--- src/rtl/cam_pkg.sv ---
// ============================================================================
//  Module : cam_pkg
//  Brief  : Shared encodings for the CAM entry manager: command opcodes,
//           response status codes and controller state constants.
//  Rev    : 1.0  initial release
// ============================================================================
`default_nettype none

package cam_pkg;

    // Command opcodes; the opcode doubles as the CAM write_delete flag
    localparam logic OP_INSERT = 1'b0;
    localparam logic OP_DELETE = 1'b1;

    // Response status codes
    typedef logic [1:0] status_t;
    localparam status_t ST_OK       = 2'd0;
    localparam status_t ST_DUP      = 2'd1;
    localparam status_t ST_FULL     = 2'd2;
    localparam status_t ST_NOTFOUND = 2'd3;

    // Controller states
    localparam logic [2:0] S_IDLE   = 3'd0;
    localparam logic [2:0] S_LOOKUP = 3'd1;
    localparam logic [2:0] S_DECIDE = 3'd2;
    localparam logic [2:0] S_ISSUE  = 3'd3;
    localparam logic [2:0] S_WAIT   = 3'd4;
    localparam logic [2:0] S_RESP   = 3'd5;

endpackage

`default_nettype wire

--- src/rtl/priority_encoder.sv ---
// ============================================================================
//  Module : priority_encoder
//  Brief  : Combinational priority encoder. LSB_PRIORITY = "HIGH" makes the
//           lowest set index win; anything else makes the highest index win.
//  Rev    : 1.0  initial release
// ============================================================================
`default_nettype none

module priority_encoder #(
    parameter int    WIDTH        = 4,
    parameter string LSB_PRIORITY = "LOW",
    localparam int   ENC_W        = (WIDTH > 1) ? $clog2(WIDTH) : 1
) (
    input  logic [WIDTH-1:0] input_unencoded,
    output logic             output_valid,
    output logic [ENC_W-1:0] output_encoded
);

    assign output_valid = |input_unencoded;

    generate
        if (LSB_PRIORITY == "HIGH") begin : g_lsb_high
            // Scan downwards so the last (lowest) set bit wins
            always_comb begin
                output_encoded = '0;
                for (int i = WIDTH - 1; i >= 0; i--) begin
                    if (input_unencoded[i]) begin
                        output_encoded = ENC_W'(i);
                    end
                end
            end
        end else begin : g_msb_high
            // Scan upwards so the last (highest) set bit wins
            always_comb begin
                output_encoded = '0;
                for (int i = 0; i < WIDTH; i++) begin
                    if (input_unencoded[i]) begin
                        output_encoded = ENC_W'(i);
                    end
                end
            end
        end
    endgenerate

endmodule

`default_nettype wire

--- src/rtl/cam_entry_mgr.sv ---
// ============================================================================
//  Module : cam_entry_mgr
//  Brief  : Command-side controller for the SRL-based CAM. Turns keyed
//           INSERT/DELETE commands into lookup-then-write sequences, keeps
//           the valid bitmap and entry count, allocates the lowest free
//           entry and returns one status response per command.
//  Rev    : 1.0  initial release
// ============================================================================
`default_nettype none

module cam_entry_mgr
    import cam_pkg::*;
#(
    parameter int  DATA_WIDTH  = 64,
    parameter int  ADDR_WIDTH  = 5,
    parameter int  SLICE_WIDTH = 4,
    localparam int MASK_W      = (DATA_WIDTH + SLICE_WIDTH - 1) / SLICE_WIDTH,
    localparam int ENTRIES     = 2 ** ADDR_WIDTH
) (
    input  logic                  clk,
    input  logic                  rst,

    input  logic                  cmd_valid,
    output logic                  cmd_ready,
    input  logic                  cmd_op,
    input  logic [DATA_WIDTH-1:0] cmd_key,
    input  logic [MASK_W-1:0]     cmd_mask,

    output logic                  rsp_valid,
    input  logic                  rsp_ready,
    output logic [1:0]            rsp_status,
    output logic [ADDR_WIDTH-1:0] rsp_addr,

    output logic [ADDR_WIDTH-1:0] cam_write_addr,
    output logic [DATA_WIDTH-1:0] cam_write_data,
    output logic                  cam_write_delete,
    output logic                  cam_write_enable,
    input  logic                  cam_write_busy,
    output logic [DATA_WIDTH-1:0] cam_compare_data,
    output logic [MASK_W-1:0]     cam_select_mask,
    input  logic [ENTRIES-1:0]    cam_match_many,

    output logic [ADDR_WIDTH:0]   entry_count,
    output logic                  full,
    output logic                  empty
);

    localparam logic [ADDR_WIDTH:0] C_ENTRIES = (ADDR_WIDTH + 1)'(ENTRIES);
    localparam logic [ADDR_WIDTH:0] C_ONE     = (ADDR_WIDTH + 1)'(1);

    logic [2:0]            r_state;
    logic                  r_op;
    logic [DATA_WIDTH-1:0] r_key;
    logic [MASK_W-1:0]     r_mask;
    logic [ENTRIES-1:0]    r_valid;
    logic [ADDR_WIDTH:0]   r_count;
    logic [ADDR_WIDTH-1:0] r_addr;
    status_t               r_status;

    logic [ENTRIES-1:0]    w_hit_vec;
    logic                  w_hit;
    logic [ADDR_WIDTH-1:0] w_hit_addr;
    logic                  w_free_valid;
    logic [ADDR_WIDTH-1:0] w_free_addr;

    // Stale match bits from never-written or deleted entries are masked off
    assign w_hit_vec = cam_match_many & r_valid;

    priority_encoder #(
        .WIDTH        (ENTRIES),
        .LSB_PRIORITY ("HIGH")
    ) u_hit_enc (
        .input_unencoded (w_hit_vec),
        .output_valid    (w_hit),
        .output_encoded  (w_hit_addr)
    );

    priority_encoder #(
        .WIDTH        (ENTRIES),
        .LSB_PRIORITY ("HIGH")
    ) u_free_enc (
        .input_unencoded (~r_valid),
        .output_valid    (w_free_valid),
        .output_encoded  (w_free_addr)
    );

    // Held key/mask drive both the compare port and the write port; the
    // opcode doubles as the delete flag
    assign cam_compare_data = r_key;
    assign cam_select_mask  = r_mask;
    assign cam_write_data   = r_key;
    assign cam_write_addr   = r_addr;
    assign cam_write_delete = r_op;
    assign cam_write_enable = (r_state == S_ISSUE) & ~rst;

    assign cmd_ready   = (r_state == S_IDLE) & ~cam_write_busy & ~rst;
    assign rsp_valid   = (r_state == S_RESP);
    assign rsp_status  = r_status;
    assign rsp_addr    = r_addr;

    assign entry_count = r_count;
    assign full        = (r_count == C_ENTRIES);
    assign empty       = (r_count == '0);

    // Command sequencing: accept, look up, decide, write, respond
    always_ff @(posedge clk) begin
        if (rst) begin
            r_state  <= S_IDLE;
            r_op     <= OP_INSERT;
            r_key    <= '0;
            r_mask   <= '0;
            r_valid  <= '0;
            r_count  <= '0;
            r_addr   <= '0;
            r_status <= ST_OK;
        end else begin
            case (r_state)
                S_IDLE: begin
                    if (cmd_valid && cmd_ready) begin
                        r_op    <= cmd_op;
                        r_key   <= cmd_key;
                        r_mask  <= cmd_mask;
                        r_state <= S_LOOKUP;
                    end
                end
                S_LOOKUP: begin
                    // CAM registers its match vector during this cycle
                    r_state <= S_DECIDE;
                end
                S_DECIDE: begin
                    if (r_op == OP_DELETE) begin
                        if (w_hit) begin
                            r_addr  <= w_hit_addr;
                            r_state <= S_ISSUE;
                        end else begin
                            r_status <= ST_NOTFOUND;
                            r_addr   <= '0;
                            r_state  <= S_RESP;
                        end
                    end else if (w_hit) begin
                        r_status <= ST_DUP;
                        r_addr   <= w_hit_addr;
                        r_state  <= S_RESP;
                    end else if (full || !w_free_valid) begin
                        r_status <= ST_FULL;
                        r_addr   <= '0;
                        r_state  <= S_RESP;
                    end else begin
                        r_addr  <= w_free_addr;
                        r_state <= S_ISSUE;
                    end
                end
                S_ISSUE: begin
                    r_state <= S_WAIT;
                end
                S_WAIT: begin
                    if (!cam_write_busy) begin
                        r_valid[r_addr] <= (r_op == OP_INSERT);
                        r_count  <= (r_op == OP_INSERT) ? (r_count + C_ONE)
                                                        : (r_count - C_ONE);
                        r_status <= ST_OK;
                        r_state  <= S_RESP;
                    end
                end
                S_RESP: begin
                    if (rsp_ready) begin
                        r_state <= S_IDLE;
                    end
                end
                default: begin
                    r_state <= S_IDLE;
                end
            endcase
        end
    end

endmodule

`default_nettype wire

--- config.mk ---
export PLATFORM = sky130hd
export DESIGN_NAME = cam_entry_mgr
export DESIGN_NICKNAME = d
export VERILOG_FILES = /design/src/rtl/cam_pkg.sv /design/src/rtl/priority_encoder.sv /design/src/rtl/cam_entry_mgr.sv
export SDC_FILE = /design/constraint.sdc
export NUM_CORES = 1
export LEC_CHECK = 0
export CORE_MARGIN = 4
export CORE_UTILIZATION = 35
export CTS_CLUSTER_SIZE = 16
export DETAILED_ROUTE_END_ITERATION = 16
export GPL_TIMING_DRIVEN = 0
export PLACE_DENSITY = 0.66
export RECOVER_POWER = 100
export SYNTH_ARGS = -nofsm -noshare
export SYNTH_HDL_FRONTEND = slang
export SYNTH_SLANG_ARGS = --single-unit
--- constraint.sdc ---
create_clock -name clk -period 4.9 [get_ports clk]
set_input_delay 0.735 -clock clk [delete_from_list [all_inputs] [get_ports clk]]
set_output_delay 0.735 -clock clk [all_outputs]
set_load 0.01 [all_outputs]
==> results by group <==
Run status
  – Status: finished with violations
  – Failing checks: max-capacitance violations

Synthesis
  – Syn Std Cell Area: 6370 µm²
  – Asr flop ratio synth: 0%
  – Seq/Total Area, Yosys: 40.6%
  – Synth cell count leaders: nand2_1 (207), a21oi_1 (135), dfxtp_1 (129)
  – Cells after synthesis: 822
  – Area contributors post-synth: dfxtp_1 (41%), nand2_1 (12%), a21oi_1 (11%), buf_4 (8.1%), a311oi_1 (4.7%)
  – Synth Area per Inst: 7.75 µm²
  – Share of the synthesized area in the top cell type: 40.6%
  – Count leader, synth: nand2_1
  – Synth Register Bits: 129
  – Syn Nets: 945
  – Synth cell types: 60
  – Yosys warns: 0
  – Area leader, netlist: dfxtp_1
  – Top FF cell, synth: dfxtp_1
  – Number of flops mapped to enable cells by yosys: 0

Critical path
  – Slowest library cell on the worst path: nor4_1
  – Reg2Reg Launch Point: r_valid[6]
  – Setup CP Type: input pin to flop
  – R2R setup slack: 1.34 ns
  – Worst path max stage delay: 1.22 ns
  – Delay-heaviest family, CP: simple AND/OR/NAND/NOR gates
  – Worst path depth: 8
  – Max FO, Critical Path: 7
  – Crit path capture type: flop
  – WP data required: 5.19 ns
  – Startpoint Class: input pin
  – Crit path launch: cam_match_many[2]
  – Reg2reg path depth: 8
  – WP data arrival: 4.20 ns
  – RR Endpoint: rsp_status[0]
  – Cell Chain, Critical Path: clkdlybuf4s50_1 > a22o_1 > or4_1 > nor4_1 > mux2i_1 > a21o_1 > mux2i_1 > nor2_1
  – CP bufs+invs: 1
  – Critical Path Most Common Cell: mux2i_1

Drt
  – 1st-pass router iterations: 5
  – Via count: 6943
  – WL final: 23500 µm
  – Routed len/inst: 17.2 µm
  – Final ANT Viol Nets: 0
  – Vias per std cell: 5.08
  – Initial DRC count: 425
  – Post-route DRC: 0

Cells and area
  – Synthesis-to-finish area growth: 59.0%
  – Fin util: 56.6%
  – Final net count: 1249
  – ANT cells: 0
  – Share of cells above drive strength 1: 10.0%

STA
  – Fmax: 256 MHz
  – Tcrit/Tclk final: 79.8%
  – Final setup fails: 0
  – Fin. max-slew vios: 0
  – Final hold violations: 0
  – Clock Skews: 0.00710 ns
  – Worst slew margin relative to its limit: 2.18%
  – RSZ-0062 raised after global routing: false
  – Crit path time final: 3.91 ns
  – Tightest Pin Transition: 1.45 ns
  – Setup TNS: 0 ns

Die
  – Site row count: 49
  – Core box area: 17900 µm²
  – Initial Util: 35.6%
  – IO Count: 286
  – Die area: 20400 µm²
  – Die W: 143 µm
  – Die Ht: 143 µm

Min path
  – Hold path depth: 2
  – Hold Startpoint: rsp_status[1]
  – Hold EP: rsp_status[1]
  – Tightest Hold Check Type: flop to flop

Clock tree
  – Clock Path Buffers: 2
  – Hold_buf cts: 0
  – Post-CTS Resized: 0
  – Num CTS Buffers: 17
  – CTS tree: done
  – Sink Count: 129
  – H-tree Lvls: 4
  – Post-CTS setup buffer count: 0
  – Skew-Pair Late Insertion Delay: 0.42 ns
  – Clock Tree Root: clkbuf_16
  – Clk pin slew, worst setup/hold paths: 0.06 ns

Power
  – PwrDens: 281 nW/µm²
  – Logic pwr share: 12.7%
  – Lkg Pwr: 0.00417 µW
  – Net Sw Power: 660 µW
  – Peak VDD IR: 0.242 mV
  – Clock power frac: 48.4%
  – P_int: 2180 µW
  – Switching part of the total: 23.2%
  – Sequential share of power: 38.9%

GRT
  – Vias in the first global route: 6230
  – Largest net degree at the start of global routing: 17
  – First-pass GRT wire length: 35300 µm
  – GR Util met1: 27.1%
  – Most Used Layer, Global Route: met2
  – Met2 Resource Use GR: 39.2%
  – Initial antenna violation count: 0
  – Overall Global Routing Usage: 22.1%
  – GR Util met3: 4.19%
  – GRT Residual Overflow: 0

Run
  – Max Cap Violations: 1

Placed design
  – DP Wirelength: 18600 µm
  – RePlAce Congestion: 0.907
  – Port Buffers: 285
==> power by group through the flow <==
| stage | Combinational [µW] | Sequential (µW) | Clock, µW |
|---|---|---|---|
| 3_5_place_dp | 383 | 1130 | 0 |
| 5_1_grt | 393 | 1110 | 1440 |
| 3_3_place_gp | 380 | 1130 | 0 |
| 2_1_floorplan | 136 | 1130 | 0 |
| 4_1_cts | 385 | 1110 | 1390 |
| 6_report | 362 | 1110 | 1380 |
==> layout make-up <==
cell class	instances	area, µm²
repair buffers	285	2850
clock inverters	14	214
clock buffers	18	429
fillers	1691	7770
plain buffers	126	743
multi-input cells	552	2960
inverters	15	56.3
flip-flops and latches	129	2580
well taps	229	287
==> tightest hold or removal path: cells and delay by family, from the launching register on <==
family | cells | cell delay (ns)
DFF | 1 | 0.30
AOI/OAI and AO/OA | 1 | 0.05
and+or+nand+nor | 1 | 0.05
==> per-stage QoR <==
step | instance area [µm²] | setup slack [ns] | power [µW] | hold WS, ns | std cells
floorplan | 6370 | 2.11 | 1270 | 0.476 | 822
global placement | 9510 | 1.28 | 1510 | 0.441 | 1336
detailed placement | 9510 | 1.27 | 1510 | 0.445 | 1336
CTS | 10200 | 1.70 | 2880 | 0.453 | 1368
global route | 10100 | 0.766 | 2950 | 0.463 | 1368
finish | 10100 | 0.987 | 2840 | 0.448 | 1368
==> flip-flops by register name, summed over array words and instances (netlist names) <==
name / count
cam_write_delete: 1
r_valid: 32
cam_write_addr: 5
entry_count: 6
r_state: 3
cam_compare_data: 64
rsp_status: 2
cam_select_mask: 16
==> cell families after synthesis <==
logic type	after synthesis	share of synthesized area [%]
adders and majority gates	5	1.10
and+or+nand+nor	293	20.2
buffers and inverters	141	12.6
AOI/OAI and AO/OA	247	24.6
muxes	2	0.314
xor gates and xnor gates	5	0.688
DFF	129	40.6
==> layer usage <==
| metal | share of wire (%) | up-vias | routed length (µm) |
|---|---|---|---|
| met1 | 41 | 3217 | 9750 |
| met2 | 50 | 244 | 11900 |
| met4 | 1.9 | 0 | 450 |
| met5 | 0 | - | 0 |
| met3 | 6.4 | 32 | 1500 |
| li1 | - | 3450 | - |
==> worst max-delay path by stage <==
stage                                to  slack, ns
after floorplan           rsp_status[0]       2.11
after global placement      r_valid[22]       1.28
after detailed placement  rsp_status[0]       1.27
after CTS                 rsp_status[0]       1.70
after global routing      rsp_status[0]       0.77
final                     rsp_status[0]       0.99
==> cell usage in the layout, fill, tap and decap left out, drive strengths merged, types with 14 or more instances in the layout <==
master,netlist,layout
nand2,207,207
clkbuf,54,72
dfxtp,129,129
a22oi,14,14
a21oi,135,135
nor2,24,24
inv,15,15
nand4,14,14
clkdlybuf4s50,0,115
buf,72,72
dlygate4sd3,0,170
a311oi,34,34
Power figures use the tool's default switching activity.
